===== config.mk =====
export PLATFORM = sky130hd
export DESIGN_NAME = wb_arbiter_flat
export DESIGN_NICKNAME = d
export VERILOG_FILES = /design/src/rtl/wb_pkg.sv /design/src/rtl/wb_arbiter_if.sv /design/src/rtl/wb_fifo.sv /design/src/rtl/wb_arbiter.sv /design/src/flat_wrapper.sv
export SDC_FILE = /design/constraint.sdc
export NUM_CORES = 1
export LEC_CHECK = 0
export CORE_MARGIN = 1
export CORE_UTILIZATION = 40
export CTS_CLUSTER_SIZE = 40
export DETAILED_ROUTE_END_ITERATION = 12
export PLACE_DENSITY = 0.73
export SLEW_MARGIN = 20
export SYNTH_ARGS = -nofsm -noshare
export SYNTH_HDL_FRONTEND = slang
export SYNTH_SLANG_ARGS = --single-unit

===== constraint.sdc =====
create_clock -name clk -period 3.5 [get_ports clk]
set_clock_uncertainty 0.2 [all_clocks]
set_input_delay 1.05 -clock clk [delete_from_list [all_inputs] [get_ports clk]]
set_output_delay 1.05 -clock clk [all_outputs]
set_load 0.005 [all_outputs]

===== src/rtl/wb_pkg.sv =====
// Shared defaults and the buffered-result entry for the writeback arbiter.
package wb_pkg;

   localparam int DATA_WIDTH_DEF     = 32;
   localparam int REG_DATA_WIDTH_DEF = 5;
   localparam int FIFO_DEPTH_DEF     = 2;

   typedef struct packed {
      logic [REG_DATA_WIDTH_DEF-1:0] rd;
      logic [DATA_WIDTH_DEF-1:0]     data;
   } wb_entry_t;

endpackage


===== src/rtl/wb_arbiter_if.sv =====
// Writeback arbiter bus: ALU/multi-cycle requests, register-file write port, decode query.
// busy_mask/stall are only live when WB_SCOREBOARD_EN is defined.
interface wb_arbiter_if
   import wb_pkg::*;
#(
   parameter int DATA_WIDTH     = DATA_WIDTH_DEF,
   parameter int REG_DATA_WIDTH = REG_DATA_WIDTH_DEF
);
   localparam int NREGS = 2**REG_DATA_WIDTH;

   logic                      alu_valid;
   logic [REG_DATA_WIDTH-1:0] alu_rd;
   logic [DATA_WIDTH-1:0]     alu_data;
   logic                      mc_issue;
   logic [REG_DATA_WIDTH-1:0] mc_issue_rd;
   logic                      mc_valid;
   logic [REG_DATA_WIDTH-1:0] mc_rd;
   logic [DATA_WIDTH-1:0]     mc_data;
   logic                      mc_ready;
   logic                      RegWrite;
   logic [REG_DATA_WIDTH-1:0] rd;
   logic [DATA_WIDTH-1:0]     ResultW;
   logic [REG_DATA_WIDTH-1:0] rs1;
   logic [REG_DATA_WIDTH-1:0] rs2;
   logic                      stall;
   logic [NREGS-1:0]          busy_mask;

   modport master (
      output alu_valid, alu_rd, alu_data, mc_issue, mc_issue_rd,
             mc_valid, mc_rd, mc_data, rs1, rs2,
      input  mc_ready, RegWrite, rd, ResultW, stall, busy_mask
   );

   modport slave (
      input  alu_valid, alu_rd, alu_data, mc_issue, mc_issue_rd,
             mc_valid, mc_rd, mc_data, rs1, rs2,
      output mc_ready, RegWrite, rd, ResultW, stall, busy_mask
   );

endinterface


===== src/rtl/wb_fifo.sv =====
// In-order buffer for multi-cycle results; DEPTH must be a power of two >= 2.
module wb_fifo
   import wb_pkg::*;
#(
   parameter int ENTRY_W = $bits(wb_entry_t),
   parameter int DEPTH   = FIFO_DEPTH_DEF
) (
   input  logic               clk,
   input  logic               rst,
   input  logic               push,
   input  logic               pop,
   input  logic [ENTRY_W-1:0] din,
   output logic               full,
   output logic               empty,
   output logic [ENTRY_W-1:0] head
);
   localparam int AW = $clog2(DEPTH);

   logic [DEPTH-1:0][ENTRY_W-1:0] mem;
   logic [AW-1:0]                 wr_ptr, rd_ptr;
   logic [AW:0]                   cnt;
   logic                          do_push, do_pop;

   assign full    = (cnt == (AW+1)'(DEPTH));
   assign empty   = (cnt == '0);
   assign head    = mem[rd_ptr];
   assign do_push = push && !full;
   assign do_pop  = pop && !empty;

   // Power-of-two depth lets the pointers wrap by plain overflow.
   always_ff @(posedge clk) begin
      if (rst) begin
         wr_ptr <= '0;
         rd_ptr <= '0;
         cnt    <= '0;
      end else begin
         if (do_push) wr_ptr <= wr_ptr + 1'b1;
         if (do_pop)  rd_ptr <= rd_ptr + 1'b1;
         case ({do_push, do_pop})
            2'b10:   cnt <= cnt + 1'b1;
            2'b01:   cnt <= cnt - 1'b1;
            default: cnt <= cnt;
         endcase
      end
   end

   always_ff @(posedge clk) begin
      if (do_push) mem[wr_ptr] <= din;
   end

endmodule


===== src/rtl/wb_arbiter.sv =====
// Writeback arbiter: ALU results win the register-file port, multi-cycle results drain
// from a FIFO in idle ALU cycles. Define WB_SCOREBOARD_EN to enable busy tracking/stall.
module wb_arbiter
   import wb_pkg::*;
#(
   parameter int DATA_WIDTH     = DATA_WIDTH_DEF,
   parameter int REG_DATA_WIDTH = REG_DATA_WIDTH_DEF,
   parameter int FIFO_DEPTH     = FIFO_DEPTH_DEF
) (
   input  logic         clk,
   input  logic         rst,
   wb_arbiter_if.slave  bus
);
   localparam int NREGS = 2**REG_DATA_WIDTH;

   // Same shape as wb_entry_t, but sized by this instance's parameters.
   typedef struct packed {
      logic [REG_DATA_WIDTH-1:0] rd;
      logic [DATA_WIDTH-1:0]     data;
   } entry_t;

   entry_t                    push_e, head_e;
   logic                      full, empty, push, pop;
   logic                      reg_write_q;
   logic [REG_DATA_WIDTH-1:0] rd_q;
   logic [DATA_WIDTH-1:0]     result_q;

   assign push_e       = '{rd: bus.mc_rd, data: bus.mc_data};
   assign bus.mc_ready = !full;
   assign push         = bus.mc_valid && !full;
   assign pop          = !bus.alu_valid && !empty;

   wb_fifo #(
      .ENTRY_W ($bits(entry_t)),
      .DEPTH   (FIFO_DEPTH)
   ) u_fifo (
      .clk   (clk),
      .rst   (rst),
      .push  (push),
      .pop   (pop),
      .din   (push_e),
      .full  (full),
      .empty (empty),
      .head  (head_e)
   );

   // Writes to x0 are consumed but never asserted on the port.
   always_ff @(posedge clk) begin
      if (rst) begin
         reg_write_q <= 1'b0;
         rd_q        <= '0;
         result_q    <= '0;
      end else if (bus.alu_valid) begin
         reg_write_q <= (bus.alu_rd != '0);
         rd_q        <= bus.alu_rd;
         result_q    <= bus.alu_data;
      end else if (!empty) begin
         reg_write_q <= (head_e.rd != '0);
         rd_q        <= head_e.rd;
         result_q    <= head_e.data;
      end else begin
         reg_write_q <= 1'b0;
      end
   end

   assign bus.RegWrite = reg_write_q;
   assign bus.rd       = rd_q;
   assign bus.ResultW  = result_q;

`ifdef WB_SCOREBOARD_EN
   logic [NREGS-1:0] busy_q, busy_d;

   // Clear first so a same-cycle issue to the draining register keeps it busy.
   always_comb begin
      busy_d = busy_q;
      if (pop && head_e.rd != '0)
         busy_d[head_e.rd] = 1'b0;
      if (bus.mc_issue && bus.mc_issue_rd != '0)
         busy_d[bus.mc_issue_rd] = 1'b1;
   end

   always_ff @(posedge clk) begin
      if (rst) busy_q <= '0;
      else     busy_q <= busy_d;
   end

   assign bus.busy_mask = busy_q;
   assign bus.stall     = (bus.rs1 != '0 && busy_q[bus.rs1]) ||
                          (bus.rs2 != '0 && busy_q[bus.rs2]);
`else
   logic unused_sb;
   assign unused_sb     = ^{bus.mc_issue, bus.mc_issue_rd, bus.rs1, bus.rs2};
   assign bus.busy_mask = '0;
   assign bus.stall     = 1'b0;
`endif

endmodule


===== src/flat_wrapper.sv =====
// flat-port wrapper written by rule: the top's interface ports become plain ports
module wb_arbiter_flat import wb_pkg::*;
#(
   parameter int DATA_WIDTH     = DATA_WIDTH_DEF,
   parameter int REG_DATA_WIDTH = REG_DATA_WIDTH_DEF,
   parameter int FIFO_DEPTH     = FIFO_DEPTH_DEF
)
  (clk, rst, bus_alu_valid, bus_alu_rd, bus_alu_data, bus_mc_issue, bus_mc_issue_rd, bus_mc_valid, bus_mc_rd, bus_mc_data, bus_rs1, bus_rs2, bus_mc_ready, bus_RegWrite, bus_rd, bus_ResultW, bus_stall, bus_busy_mask);
  wb_arbiter_if #(.DATA_WIDTH(DATA_WIDTH), .REG_DATA_WIDTH(REG_DATA_WIDTH)) bus_i ();
  input  logic clk;
  input  logic rst;
  input wire logic [$bits(bus_i.alu_valid)-1:0] bus_alu_valid;
  input wire logic [$bits(bus_i.alu_rd)-1:0] bus_alu_rd;
  input wire logic [$bits(bus_i.alu_data)-1:0] bus_alu_data;
  input wire logic [$bits(bus_i.mc_issue)-1:0] bus_mc_issue;
  input wire logic [$bits(bus_i.mc_issue_rd)-1:0] bus_mc_issue_rd;
  input wire logic [$bits(bus_i.mc_valid)-1:0] bus_mc_valid;
  input wire logic [$bits(bus_i.mc_rd)-1:0] bus_mc_rd;
  input wire logic [$bits(bus_i.mc_data)-1:0] bus_mc_data;
  input wire logic [$bits(bus_i.rs1)-1:0] bus_rs1;
  input wire logic [$bits(bus_i.rs2)-1:0] bus_rs2;
  output wire logic [$bits(bus_i.mc_ready)-1:0] bus_mc_ready;
  output wire logic [$bits(bus_i.RegWrite)-1:0] bus_RegWrite;
  output wire logic [$bits(bus_i.rd)-1:0] bus_rd;
  output wire logic [$bits(bus_i.ResultW)-1:0] bus_ResultW;
  output wire logic [$bits(bus_i.stall)-1:0] bus_stall;
  output wire logic [$bits(bus_i.busy_mask)-1:0] bus_busy_mask;
  assign bus_i.alu_valid = bus_alu_valid;
  assign bus_i.alu_rd = bus_alu_rd;
  assign bus_i.alu_data = bus_alu_data;
  assign bus_i.mc_issue = bus_mc_issue;
  assign bus_i.mc_issue_rd = bus_mc_issue_rd;
  assign bus_i.mc_valid = bus_mc_valid;
  assign bus_i.mc_rd = bus_mc_rd;
  assign bus_i.mc_data = bus_mc_data;
  assign bus_i.rs1 = bus_rs1;
  assign bus_i.rs2 = bus_rs2;
  assign bus_mc_ready = bus_i.mc_ready;
  assign bus_RegWrite = bus_i.RegWrite;
  assign bus_rd = bus_i.rd;
  assign bus_ResultW = bus_i.ResultW;
  assign bus_stall = bus_i.stall;
  assign bus_busy_mask = bus_i.busy_mask;
  wb_arbiter #(.DATA_WIDTH(DATA_WIDTH), .REG_DATA_WIDTH(REG_DATA_WIDTH), .FIFO_DEPTH(FIFO_DEPTH)) u_core (.clk(clk), .rst(rst), .bus(bus_i));
endmodule

=== Word level (Yosys, flattened, before mapping) ===
Cells that the tools add are included.

* Add/subtract/negate cells: 4
* $lt $le $gt $ge: 3
* Eq/ne operators: 4
* Muxes and demuxes: 12
* Reductions and logical operators: 12

{| class="wikitable"
|+ Operators by type and width
! cell !! number
|-
| $mux W37 || 3
|-
| $bwmux W74 || 1
|-
| $mux W32 || 2
|-
| $demux W37 S1 || 1
|-
| $mux W5 || 2
|-
| $reduce_bool A5 Y1 || 2
|-
| $logic_and A1 B1 Y1 || 5
|-
| $eq A2 B2 Y1 const B || 2
|-
| $lt A1 B2 Y1 const B || 2
|-
| $pmux W2 S2 || 1
|-
| $logic_not A1 Y1 || 3
|-
| $add A1 B1 Y1 const B || 2
|-
| $add A2 B1 Y2 const B || 1
|-
| $eq A2 B1 Y1 const B || 1
|-
| $logic_not A2 Y1 || 1
|-
| $mux W1 || 2
|-
| $ne A2 B2 Y1 const B || 1
|-
| $reduce_bool A2 Y1 || 1
|-
| $sub A2 B1 Y2 const B || 1
|-
| $ge A1 B1 Y1 const B || 1
|}

* Register bits after elaboration: 116
* Input port bits: 94
* Output and inout port bits: 72
* Word-level logic and storage cells: 43

=== Longest topological paths before layout ===
Gate-level depths: netlist of the first run.

* Word-level depth: 6
* Depth in mapped cells: 8
* Mapped depth without buffers: 6

=== Hierarchy ===
A second synthesis of the first run with hierarchy kept.

* Cells, all modules: 343
* Area total of the unflattened synthesis: 4,996.0 um2

{| class="wikitable"
|+ Modules (own cells, without submodules)
! module !! times used !! cells each !! area an instance (um2)
|-
| wb_fifo || 1 || 139 || 2,859.0
|-
| wb_arbiter || 1 || 204 || 2,137.0
|}

=== Worst setup path before layout of the first run ===
Ideal clock, no wire load.

* Path type: input-to-reg
* From: input port bus_mc_valid
* To: register u_core.u_fifo.mem[0] (netlist bit), enable pin
* Data arrival time: 2,703 ps
* Setup slack: 165 ps
* Stages on the path: 2
* Path buffers: 0
* Cells stage by stage: nand2_1 nor2_1

* Word-level cells in the longest chain between the ends: 2

{| class="wikitable"
|+ RTL lines
! item !! line !! text
|-
| from (decl) || flat_wrapper.sv:17 || <nowiki>input wire logic [$bits(bus_i.mc_valid)-1:0] bus_mc_valid;</nowiki>
|-
| $logic_and A1 B1 Y1 || wb_arbiter.sv:30 || <nowiki>assign push = bus.mc_valid && !full;</nowiki>
|-
| $logic_and A1 B1 Y1 || wb_fifo.sv:27 || <nowiki>assign do_push = push && !full;</nowiki>
|-
| to (signal, indexed assignment) || wb_fifo.sv:48 || <nowiki>if (do_push) mem[wr_ptr] <= din;</nowiki>
|-
| to (decl) || wb_fifo.sv:19 || <nowiki>logic [DEPTH-1:0][ENTRY_W-1:0] mem;</nowiki>
|}

Every way passes these cells.
A chain may end at the register's enable or synchronous reset.

=== Final worst setup path of the first run ===
* From: register u_core.u_fifo.cnt[0]
* To: output port bus_mc_ready

* Word-level cells in the longest chain between the ends: 2

{| class="wikitable"
|+ RTL lines
! item !! line !! text
|-
| from (decl) || wb_fifo.sv:21 || <nowiki>logic [AW:0] cnt;</nowiki>
|-
| from (signal assigned) || wb_fifo.sv:40 || <nowiki>2'b10: cnt <= cnt + 1'b1;</nowiki>
|-
| from (signal assigned) || wb_fifo.sv:41 || <nowiki>2'b01: cnt <= cnt - 1'b1;</nowiki>
|-
| from (signal assigned) || wb_fifo.sv:42 || <nowiki>default: cnt <= cnt;</nowiki>
|-
| $eq A2 B2 Y1 || wb_fifo.sv:24 || <nowiki>assign full = (cnt == (AW+1)'(DEPTH));</nowiki>
|-
| $logic_not A1 Y1 || wb_arbiter.sv:29 || <nowiki>assign bus.mc_ready = !full;</nowiki>
|-
| to (decl) || flat_wrapper.sv:22 || <nowiki>output wire logic [$bits(bus_i.mc_ready)-1:0] bus_mc_ready;</nowiki>
|}

Every way passes these cells.

==> results of run 1 <==
-- cell usage after synthesis (2+ instances only) --
| cell type | n | area [sq um] |
|---|---|---|
| xor2_1 | 2 | 17.5 |
| nand2_1 | 63 | 236 |
| a222oi_1 | 16 | 160 |
| clkbuf_1 | 10 | 37.5 |
| buf_4 | 35 | 263 |
| xnor2_1 | 2 | 17.5 |
| dfxtp_1 | 42 | 841 |
| buf_2 | 10 | 50.1 |
| nor2_1 | 22 | 82.6 |
| or4_1 | 2 | 15.0 |
| buf_6 | 3 | 33.8 |
| mux2i_1 | 20 | 200 |
| edfxtp_1 | 74 | 2220 |
| a21oi_1 | 22 | 110 |
| or3_1 | 2 | 12.5 |
| o21ai_0 | 22 | 110 |
| mux2_4 | 16 | 240 |
-- flip-flops by register name, indices dropped and copies added, names as in the netlist --
signal                count
u_core.u_fifo.mem        74
u_core.u_fifo.rd_ptr      1
u_core.bus.RegWrite       1
u_core.u_fifo.wr_ptr      1
u_core.bus.rd             5
u_core.bus.ResultW       32
u_core.u_fifo.cnt         2
-- logic make-up (layout without fill, tap and decap cells) --
kind of cell	count (synthesis)	count (layout)	synth area share, %
other	1	33	0.0792
muxes	37	37	9.54
xor gates and xnor gates	4	4	0.740
DFF	116	116	64.7
and+or+nand+nor	93	93	8.06
buffers and inverters	58	156	8.12
AOI/OAI and AO/OA	63	63	8.49
adders and majority gates	1	1	0.264
-- cells in the final DEF, fill, tap and decap left out, types with 2 or more instances in the layout --
master / count
o21ai_0: 22
mux2_4: 16
a222oi_1: 16
a21oi_1: 22
buf_4: 7
clkbuf_1: 3
clkbuf_16: 17
dfxtp_1: 41
buf_2: 2
mux2i_1: 20
xor2_1: 2
clkinvlp_4: 2
or3_1: 2
clkinv_2: 5
or4_1: 2
xnor2_1: 2
nor2_1: 20
nand2_1: 63
bufinv_16: 4
edfxtp_1: 74
clkdlybuf4s50_1: 114
conb_1: 33
-- layout make-up --
type                       instances  share of cell area (%)
clock buffer                      21                    6.94
clock inverter                    11                    2.47
multi-input combinational        231                    21.8
sequential                       116                    47.2
tap                              143                    2.75
timing repair buffer             124                    18.8
-- metrics by stage --
step	utilization [%]	hold slack, ps
final	56.6	251
after CTS	56.6	254
after floorplan	-	248
after detailed placement	51.3	246
after global routing	56.6	267
after global placement	51.3	239
-- final timing paths --
check	endpoint	slack, ps
hold / removal	u_core.bus.ResultW[17]	250
setup reg to reg	u_core.bus.ResultW[13]	1360
hold reg to reg	u_core.bus.ResultW[17]	250
setup / recovery	bus_mc_ready	650
-- power groups by stage --
stage / logic, mW / registers (mW) / clock network [mW]
floorplan: 0.724 / 1.85 / 0
global placement: 1.05 / 1.92 / 0
detailed placement: 1.08 / 1.94 / 0
CTS: 1.09 / 1.91 / 1.81
global route: 1.17 / 1.94 / 1.87
finish: 1.07 / 1.90 / 1.77
-- critical path, delay by kind of cell (launching register included) --
kind / cells / cell delay, ps
flip-flops: 1 / 480
buffers and inverters: 1 / 520
AND/OR/NAND/NOR: 1 / 210
-- layer usage --
metal | vias to the layer above | share of wire, % | track usage (%)
li1 | 1517 | - | -
met1 | 1519 | 41 | 20.0
met2 | 134 | 51 | 29.6
met3 | 14 | 6.3 | 5.41
met4 | 0 | 1.8 | 7.91
met5 | - | 0 | 0
==> run_results.csv, run 1 <==
group,metric,value,unit
floorplan,die_h,111,um
power_and_ir_drop,power,4.75,mW
drt,ant_nets,0,
drt,wire_per_inst,15.5,um
synth,synth-async-reset-ratio,0,%
synth,syn_area_per_cell,12.7,sq um
final_layout,area_growth,37.2,%
cts,hold_buffers,0,
power_and_ir_drop,power.switching,1.23,mW
floorplan,core_region_area,0.0115,sq mm
power_and_ir_drop,peakVddDrop,0.398,mV
drt,vias_per_cell,4.93,
hold_path,hold_depth,2,
drt,wirelength,10.0,mm
power_and_ir_drop,p_clk_share,37.4,%
final_layout,fin_area,0.00649,sq mm
final_layout,final_net_count,585,
cts,cts_tree,"built",
place,gp_congestion,0.740,
cts,clkTransAtPathRegs,50,ps
critical_path,slowest_delay,520,ps
critical_path,required,2250,ps
cts,cts.sinks,116,
global_route,antenna_found_initial,0,
hold_path,hold_path.startpoint,"u_core.bus.ResultW[17]",
drt,via_count,3184,
power_and_ir_drop,intPower,3.52,mW
drt,drtIter0Drc,187,
critical_path,startpoint_type,"register",
sta,maxSlewViolCount,0,
sta,max_clock_freq,0.351,GHz
critical_path,path_class,"reg2out",
place,place_area,0.00588,sq mm
cts,cts_buffers,17,
cts,cts_setup_buffers,0,
flow_run,maxCapViolations,0,
critical_path,arrival,1600,ps
final_layout,multiInputGateArea,0.00142,sq mm
floorplan,ios,166,
critical_path,crit_path_max_fanout,6,
cts,htreeDepth,4,
sta,rsz0062_at_grt,"no",
outcome,outcome,"finished, final reports clean",
sta,setup_tns,0,ps
hold_path,min_path_type,"reg2reg",
sta,post-route-period-util,81.5,%
floorplan,start_util,41.3,%
final_layout,seq_area,0.00306,sq mm
global_route,overflow,0,
sta,setup_ws,649,ps
floorplan,rows,39,
place,place_ws,656,ps
synth,synth_seq_cells,116,
drt,firstDrtPassIters,7,
global_route,grt_max_degree,43,
power_and_ir_drop,swShare,25.9,%
synth,synth_warnings,0,
critical_path,r2r_start,"u_core.u_fifo.rd_ptr",
cts,post_cts_resized,0,
global_route,grtUsageTotal,17.4,%
critical_path,cpMaxStageDelayCell,"clkdlybuf4s50_1",
final_layout,drive_above_1_share,12.1,%
sta,relSlewSlack,40.5,%
sta,worstMarginPinSlew,893,ps
drt,drc,0,
place,dp_hpwl,6.54,mm
power_and_ir_drop,p_seq_share,40.1,%
power_and_ir_drop,p_per_area,731,mW/mm^2
critical_path,rr_worst_depth,5,
sta,hold_viol_final,0,
critical_path,cp-end-kind,"primary output",
final_layout,antenna_cells,0,
final_layout,fin_cells,646,
power_and_ir_drop,combPwrFrac,22.5,%
synth,ys_types,27,
cts,cts_max_path_buffers,2,
critical_path,crit_chain,"nand2b_1, clkdlybuf4s50_1",
synth,synthCells,373,
sta,setup_viol_count_final,0,
place,numPlacedInstances,614,
critical_path,critPathLaunch,"u_core.u_fifo.cnt[0]",
power_and_ir_drop,power_leakage,2.39,nW
synth,synth_area,0.00473,sq mm
final_layout,fillers,947,
synth,synth_edf_count,74,
cts,insertion_delay,400,ps
cts,cts_root_buf,"clkbuf_16",
floorplan,fp.dieW,111,um
synth,synth-main-ff-cell,"edfxtp_1",
global_route,grt_pass1_wl,16.4,mm
synth,ys_seq_area_share,64.7,%
place,portBuffers,116,
floorplan,dieArea,0.0123,sq mm
sta,fin_crit,2850,ps
global_route,grt_pass1_vias,3289,
Power figures use the tool's default switching activity.
==> inputs of run 2 (changes only) <==
- clock period: 3.5 -> 2.95 ns (I/O delays scaled with it)
==> run_results.csv, run 2 (synthesis results as in run 1) <==
group,metric,value,unit
floorplan,dieArea,0.0123,sq mm
sta,relSlewSlack,41.1,%
sta,max_clock_freq,0.375,GHz
critical_path,startpoint_type,"register",
drt,ant_nets,0,
cts,cts_setup_buffers,0,
sta,hold_viol_final,0,
final_layout,drive_above_1_share,12.3,%
floorplan,fp.dieW,111,um
floorplan,rows,39,
cts,cts_tree,"built",
cts,cts_max_path_buffers,2,
global_route,antenna_found_initial,0,
final_layout,fin_area,0.00648,sq mm
drt,drt-met1-wl,4.22,mm
final_layout,final_cell_mix,"clkdlybuf4s50_1 (114), edfxtp_1 (74), nand2_1 (63), dfxtp_1 (41), conb_1 (33)",
place,portBuffers,116,
final_layout,mostFrequentLayoutCell,"clkdlybuf4s50_1",
final_layout,top_register,"u_core.u_fifo.mem",
critical_path,crit_buf_inv,1,
drt,drc,0,
cts,hold_buffers,0,
drt,firstDrtPassIters,7,
sta,maxSlewViolCount,0,
final_layout,antenna_cells,0,
power_and_ir_drop,p_per_area,852,mW/mm^2
drt,wirelength,10.1,mm
drt,via_count,3177,
global_route,grt_pass1_wl,16.0,mm
place,dp_hpwl,6.60,mm
drt,wl_met3,602,um
sta,setup_tns,0,ps
cts,cts.sinks,116,
hold_path,min_path_type,"reg2reg",
place,place_area,0.00590,sq mm
power_and_ir_drop,power_leakage,2.38,nW
outcome,outcome,"finished, final reports clean",
final_layout,area_growth,37.0,%
global_route,grt_pass1_vias,3162,
sta,post-route-period-util,90.4,%
drt,top_layer,"met4",
final_layout,final_net_count,587,
place,place_ws,302,ps
floorplan,die_h,111,um
critical_path,cpMaxStageDelayCell,"clkdlybuf4s50_1",
cts,cts_root_buf,"clkbuf_16",
drt,vias_per_cell,4.90,
critical_path,cp_top_family,"buffers and inverters",
sta,rsz0062_at_grt,"no",
flow_run,maxCapViolations,0,
sta,fin_crit,2670,ps
floorplan,start_util,41.3,%
drt,wire_per_inst,15.6,um
drt,wl_met2,5.24,mm
critical_path,path_depth,2,
floorplan,ios,166,
global_route,grt_max_degree,43,
cts,cts_buffers,17,
critical_path,slowest_delay,510,ps
critical_path,required,1870,ps
power_and_ir_drop,peakVddDrop,0.413,mV
global_route,grtUsageTotal,17.1,%
critical_path,cp-end-kind,"primary output",
critical_path,rr_worst_depth,5,
sta,setup_viol_count_final,0,
floorplan,core_region_area,0.0115,sq mm
sta,worstMarginPinSlew,883,ps
cts,post_cts_resized,0,
drt,drtIter0Drc,163,
final_layout,final_util,56.5,%
hold_path,hold_depth,2,
cts,insertion_delay,400,ps
place,gp_congestion,0.738,
cts,clkTransAtPathRegs,50,ps
sta,setup_ws,282,ps
global_route,overflow,0,
critical_path,path_class,"reg2out",
sta,hold_ws,248,ps
critical_path,crit_path_max_fanout,6,
critical_path,crit_chain,"nand2b_1, clkdlybuf4s50_1",
cts,htreeDepth,4,
final_layout,largest_reg_flops,74,
critical_path,arrival,1580,ps
-- run 2: cell types whose count changed in the layout (fill, tap and decap cells not counted), sizes merged --
cell and change:
buf +2, bufinv -1, clkinv +1
-- run 2: where the power goes --
group / total [mW] / leakage (nW) / internal (mW) / switching [mW]
combinational: 1.31 / 1.06 / 0.686 / 0.628
clock: 2.01 / 0.284 / 1.34 / 0.674
sequential: 2.20 / 1.04 / 2.06 / 0.142
-- run 2: final timing paths --
| path | end | slack (ps) | start |
|---|---|---|---|
| setup / recovery | bus_mc_ready | 280 | u_core.u_fifo.cnt[0] |
| setup reg to reg | u_core.u_fifo.cnt[1] | 1000 | u_core.u_fifo.cnt[0] |
| hold reg to reg | u_core.bus.ResultW[29] | 250 | u_core.bus.ResultW[29] |
| hold / removal | u_core.bus.ResultW[29] | 250 | u_core.bus.ResultW[29] |
-- run 2: layout make-up --
cell class              count  area (sq um)
well taps                 143           179
flip-flops and latches    116          3060
fillers                   945          4980
multi-input cells         231          1420
clock inverters            11           134
clock buffers              21           450
repair buffers            126          1240
-- run 2: metal layers --
layer | up-vias | global-route usage, %
li1 | 1522 | -
met1 | 1521 | 19.6
met2 | 130 | 29.6
met3 | 4 | 4.70
met4 | 0 | 7.47
met5 | - | 0
-- run 2: tightest hold or removal path: cells and delay by family (launching register included) --
kind / cells / cell delay, ps
flops: 1 / 300
compound gates: 1 / 50
simple gates: 1 / 50
-- run 2: per-stage QoR --
step | cells | power, mW
2_1_floorplan | 405 | 3.05
3_3_place_gp | 616 | 3.51
3_5_place_dp | 616 | 3.56
4_1_cts | 648 | 5.60
5_1_grt | 648 | 5.80
6_report | 648 | 5.52
==> inputs of run 3 (changes only) <==
- CAP_MARGIN: not set -> 10
==> results of run 3 <==
Same layout as run 2: the final DEF is identical, and so are final timing and power.
